File: src/rtl/branch_predict_btb.sv
// Direct-mapped branch target buffer with per-entry saturating direction counters.
// Optional statistics counters are enabled by defining BTB_STATS_EN.
module branch_predict_btb #(
    parameter int unsigned ENTRIES = 16,
    parameter int unsigned CTR_W   = 2
) (
    input  logic        CLK,
    input  logic        nRST,
    input  logic [31:0] fetch_pc,
    output logic        pred_hit,
    output logic        pred_taken,
    output logic [31:0] pred_target,
    input  logic        upd_valid,
    input  logic [31:0] upd_pc,
    input  logic        upd_taken,
    input  logic [31:0] upd_target
`ifdef BTB_STATS_EN
    ,
    input  logic        stat_clr,
    output logic [31:0] stat_lookups,
    output logic [31:0] stat_updates,
    output logic [31:0] stat_mispred
`endif
);

    localparam int unsigned IDX_W = $clog2(ENTRIES);
    localparam int unsigned TAG_W = 30 - IDX_W;
    localparam logic [CTR_W-1:0] CTR_MAX  = '1;
    localparam logic [CTR_W-1:0] CTR_WEAK = CTR_W'(1) << (CTR_W - 1);

    // Entry storage; only the valid bits are reset.
    logic [ENTRIES-1:0] valid_q;
    logic [TAG_W-1:0]   tag_q    [ENTRIES];
    logic [31:0]        target_q [ENTRIES];
    logic [CTR_W-1:0]   ctr_q    [ENTRIES];

    // Fetch-side lookup, purely combinational.
    logic [IDX_W-1:0] f_idx;
    logic [TAG_W-1:0] f_tag;
    logic             f_hit;

    assign f_idx = fetch_pc[IDX_W+1:2];
    assign f_tag = fetch_pc[31:IDX_W+2];
    assign f_hit = valid_q[f_idx] && (tag_q[f_idx] == f_tag);

    assign pred_hit    = f_hit;
    assign pred_taken  = f_hit && ctr_q[f_idx][CTR_W-1];
    assign pred_target = f_hit ? target_q[f_idx] : 32'h0;

    // Update-side decode of the resolved branch.
    logic [IDX_W-1:0] u_idx;
    logic [TAG_W-1:0] u_tag;
    logic             u_hit;
    logic [CTR_W-1:0] u_ctr;

    assign u_idx = upd_pc[IDX_W+1:2];
    assign u_tag = upd_pc[31:IDX_W+2];
    assign u_hit = valid_q[u_idx] && (tag_q[u_idx] == u_tag);
    assign u_ctr = ctr_q[u_idx];

    logic             alloc;
    logic             ctr_we;
    logic             tgt_we;
    logic [CTR_W-1:0] ctr_nxt;

    // Counter/target/allocation decisions for this cycle's update.
    always_comb begin
        alloc   = 1'b0;
        ctr_we  = 1'b0;
        tgt_we  = 1'b0;
        ctr_nxt = u_ctr;
        if (upd_valid) begin
            if (u_hit) begin
                ctr_we = 1'b1;
                if (upd_taken) begin
                    tgt_we = 1'b1;
                    if (u_ctr != CTR_MAX) begin
                        ctr_nxt = u_ctr + CTR_W'(1);
                    end
                end else if (u_ctr != '0) begin
                    ctr_nxt = u_ctr - CTR_W'(1);
                end
            end else if (upd_taken) begin
                alloc   = 1'b1;
                ctr_we  = 1'b1;
                tgt_we  = 1'b1;
                ctr_nxt = CTR_WEAK;
            end
        end
    end

    // Valid bits drop asynchronously so predictions vanish the moment reset asserts.
    always_ff @(posedge CLK or negedge nRST) begin
        if (!nRST) begin
            valid_q <= '0;
        end else if (alloc) begin
            valid_q[u_idx] <= 1'b1;
        end
    end

    // Payload arrays carry no reset; writes are suppressed while reset is held.
    always_ff @(posedge CLK) begin
        if (nRST) begin
            if (alloc) begin
                tag_q[u_idx] <= u_tag;
            end
            if (tgt_we) begin
                target_q[u_idx] <= upd_target;
            end
            if (ctr_we) begin
                ctr_q[u_idx] <= ctr_nxt;
            end
        end
    end

    logic unused_pc_bits;
    assign unused_pc_bits = ^{fetch_pc[1:0], upd_pc[1:0]};

`ifdef BTB_STATS_EN
    logic u_pred;
    logic mispred;

    assign u_pred  = u_hit && u_ctr[CTR_W-1];
    assign mispred = upd_valid && (u_pred != upd_taken);

    // Saturating event counters; a synchronous clear beats a same-cycle increment.
    always_ff @(posedge CLK or negedge nRST) begin
        if (!nRST) begin
            stat_lookups <= 32'h0;
            stat_updates <= 32'h0;
            stat_mispred <= 32'h0;
        end else if (stat_clr) begin
            stat_lookups <= 32'h0;
            stat_updates <= 32'h0;
            stat_mispred <= 32'h0;
        end else begin
            if (stat_lookups != 32'hFFFF_FFFF) begin
                stat_lookups <= stat_lookups + 32'd1;
            end
            if (upd_valid && (stat_updates != 32'hFFFF_FFFF)) begin
                stat_updates <= stat_updates + 32'd1;
            end
            if (mispred && (stat_mispred != 32'hFFFF_FFFF)) begin
                stat_mispred <= stat_mispred + 32'd1;
            end
        end
    end
`endif

endmodule

File: config.mk
export PLATFORM = sky130hd
export DESIGN_NAME = branch_predict_btb
export DESIGN_NICKNAME = d
export VERILOG_FILES = /design/src/rtl/branch_predict_btb.sv
export SDC_FILE = /design/constraint.sdc
export NUM_CORES = 1
export LEC_CHECK = 0
export CELL_PAD_IN_SITES_DETAIL_PLACEMENT = 1
export CELL_PAD_IN_SITES_GLOBAL_PLACEMENT = 1
export CORE_MARGIN = 2
export CORE_UTILIZATION = 50
export CTS_CLUSTER_DIAMETER = 80
export DETAILED_ROUTE_END_ITERATION = 7
export GPL_TIMING_DRIVEN = 0
export HOLD_SLACK_MARGIN = 0.03
export PLACE_DENSITY = 0.83
export SLEW_MARGIN = 20
export SYNTH_ARGS = -nofsm -noshare
export SYNTH_HDL_FRONTEND = slang
export SYNTH_SLANG_ARGS = --single-unit
File: constraint.sdc
create_clock -name CLK -period 12.8 [get_ports CLK]
set_clock_uncertainty 0.2 [all_clocks]
set_input_delay 2.56 -clock CLK [delete_from_list [all_inputs] [get_ports CLK]]
set_output_delay 2.56 -clock CLK [all_outputs]
set_load 0.1 [all_outputs]
==> metrics <==
iteration-0 DRC count of the detailed router 3,676; final core utilization 58.9%; violations in the final reports negative setup slack; critical path launch point fetch_pc[4]; clock tree from TritonCTS built; DP Wirelength 100 mm; maximum capacitance violations 0; sequential element share of the synthesized area 68.6%; cts bufs inserted 99; grt met3 use 6.86%; number of cells on the worst reg-to-reg path 12; main area contributors after synthesis edfxtp_1, mux4_2, mux2i_1; area of the multi-input gates 12,700 µm²; Max Freq 0.0781 GHz; Via density 6.95; clk_lat worst skew 0.69 ns; worst reg2reg path endpoint tag_q[4][9]$_DFFE_PP_; largest buffer count on any clock path 3; minimum clock period 12.80 ns; Netlist cell types 76; critical path endpoint category output port; total global routing track utilization 34.0%; setup repair bufs after CTS 0; Worst Setup Path Type in -> out; routed length per placed instance 40.3 µm; most common cell after layout, fill and taps aside edfxtp_1; reg-to-reg startpoint tag_q[9][24]$_DFFE_PP_; termination of the worst setup path pred_target[21]; boundary pin count 134; Port-buffer cells 122; DIE AREA 87,500 µm²; sink count of the clock tree 976; Vert. Die Dim 296 µm; area taken by flip-flops and latches 29,200 µm²; synthesized area divided by synthesized cell count 20.5 µm²; final-report setup violation count 1; area fraction of the dominant cell type after synthesis 67.7%; most frequent cells in the layout edfxtp_1, mux4_2, clkdlybuf4s50_1; total number of placement rows 107; Critical Path Source Type input port; Hold Path Class reg -> reg; overflow left after global routing 0; number of H-tree branching levels 3; area added between synthesis and finish 17.3%; max-slew violation count 0; status finished, violations left; placed cell area 46,700 µm²; wire length of the first global-routing pass 205 mm; setup repair after global routing missed its margin no; yosys synthesis warning count 0; static leakage 16.1 nW; Worst slew margin 18.6%; Worst Setup Slack, final -0.00252 ns; gpl congestion 0.993; Starting Density 50.3%; Most common cell on crit path clkbuf_1; worst slew pin tran 1.22 ns; number of antenna violations at the first check in global routing 6; residual antenna-violating net count after detailed routing 0; cell taking the most area after synthesis edfxtp_1; clock root buffer clkbuf_16; list of cells traversed by the critical path clkbuf_1, clkbuf_2, clkbuf_1, clkbuf_1, a211oi_1, a21oi_1, nand4_1, nor4_1, nand4_1, clkbuf_1, nor2b_1, clkdlybuf4s50_1; VDD IR max 0.128 mV; number of enable-type register cells in the synthesized netlist 960; fraction of final layout cells with drive strength greater than 1 30.7%; Die X 296 µm; routing layer with the top usage in global route met2; number of filler instances in the final layout 7,200; pwr/cell area 140 nW/µm²; number of gates resized after cts 0; clock slew seen by the registers of the worst setup and hold paths 0.06 ns; first-pass iteration count of the detailed router 5; final layout net count 2,504; GRT met2 Usage 56.4%; highest cell delay on the worst timing path 1.21 ns; sum of routed wire length over all layers 146 mm; via count of the first global-routing pass 26.3k; cts-stage hold buffer count 0; Cell Area, Synth 42,600 µm²; number of synthesized register bits 976; met1 Track Usage GR 42.9%; Core Footprint 84,700 µm²; vias 25.3k; Worst Path Arrival 10.04 ns; Required @ worst endpoint 10.04 ns; Non-Filler Cell Area, Final 49,900 µm²; post-synthesis net count 2,176; proportion of synthesized flip-flops having asynchronous set or reset 1.64%; Fin. Hold Viols 0; maximum number of pins on one net before global-route repair 24; maximum fanout encountered on the critical timing path 10; primary flip-flop cell chosen by synthesis mapping edfxtp_1; cell with the largest stage delay on the worst path clkdlybuf4s50_1; final worst path period share 100%; DRC Markers 0; flop2flop setup slack 7.70 ns; post-synthesis cell count 2,076
## metal layers
| metal | up-vias | part of all wire (%) |
|---|---|---|
| met5 | - | 0.046 |
| met1 | 13400 | 35 |
| met3 | 423 | 9.8 |
| met4 | 10 | 5.7 |
| li1 | 9510 | - |
| met2 | 1948 | 50 |
## through the flow
step	hold slack, ns	setup slack [ns]	TNS, ns	total power [mW]	cells
finish	0.321	-0.00252	-0.00252	6.99	3631
detailed placement	0.296	0.487	0	4.15	3446
CTS	0.310	0.365	0	6.99	3626
global placement	0.261	0.0878	0	4.12	3342
floorplan	0.242	3.50	0	3.90	2076
global route	0.345	0.0168	0	7.11	3628
## kinds of logic (layout without fill, tap and decap cells)
group	count (synthesis)	count (layout)	synth area share (%)
fa+ha+maj	1	1	0.0235
simple gates	228	228	3.03
buf+inv	164	571	1.97
flops	976	976	68.6
other cells	0	4	0
mux	501	501	22.7
compound gates	162	162	2.78
xor+xnor	44	44	0.905
## layout make-up
| type | instances | share of cell area (%) |
|---|---|---|
| Sequential cell | 976 | 58.5 |
| Timing Repair Buffer | 227 | 4.94 |
| Inverter | 34 | 0.256 |
| Tap cell | 1144 | 2.87 |
| Clock buffer | 116 | 5.13 |
| Buffer | 130 | 1.49 |
| Multi-Input combinational cell | 936 | 25.5 |
| Antenna cell | 4 | 0.0200 |
| Clock inverter | 64 | 1.29 |
## power breakdown
part	switching, mW	internal [mW]	total, mW	leakage (nW)
Clock	1.28	1.61	2.89	1.54
Sequential	0.00881	3.53	3.54	8.78
Combinational	0.338	0.217	0.555	5.74
## worst min path at each step
stage	startpoint	end	slack [ns]	cells past startpoint
after floorplan	valid_q[14]$_DFFE_PN0P_	valid_q[14]$_DFFE_PN0P_	0.24	2
after global placement	valid_q[2]$_DFFE_PN0P_	valid_q[2]$_DFFE_PN0P_	0.26	2
after detailed placement	valid_q[15]$_DFFE_PN0P_	valid_q[15]$_DFFE_PN0P_	0.30	2
after CTS	valid_q[15]$_DFFE_PN0P_	valid_q[15]$_DFFE_PN0P_	0.31	2
after global routing	valid_q[15]$_DFFE_PN0P_	valid_q[15]$_DFFE_PN0P_	0.35	2
final	valid_q[15]$_DFFE_PN0P_	valid_q[15]$_DFFE_PN0P_	0.32	2
## synthesized netlist by cell type, drive strengths merged (5+ instances only)
library cell and n:
o31ai 11, a21oi 23, nor4 16, mux2i 112, xor2 13, or3 6, dfrtp 16, edfxtp 960
mux2 24, o21ai 16, a22oi 28, o2111ai 5, mux4 365, nand2b 9, nor2b 50, xnor2 31
nor3 31, a22o 5, a211oi 13, nand3 11, buf 82, nand4 8, nor2 29, inv 34
clkbuf 48, o41ai 6, o22ai 12, a221oi 6, nand2 47
## critical path, delay by kind of cell
family	cells	cell delay, ns
simple gates	4	2.41
compound gates	2	0.82
buf+inv	6	4.21
## registers in the layout, indices dropped and copies added (netlist names)
| name | count |
|---|---|
| ctr_q | 32 |
| tag_q | 416 |
| target_q | 512 |
| valid_q | 16 |
(Power assumes the default switching activity.)
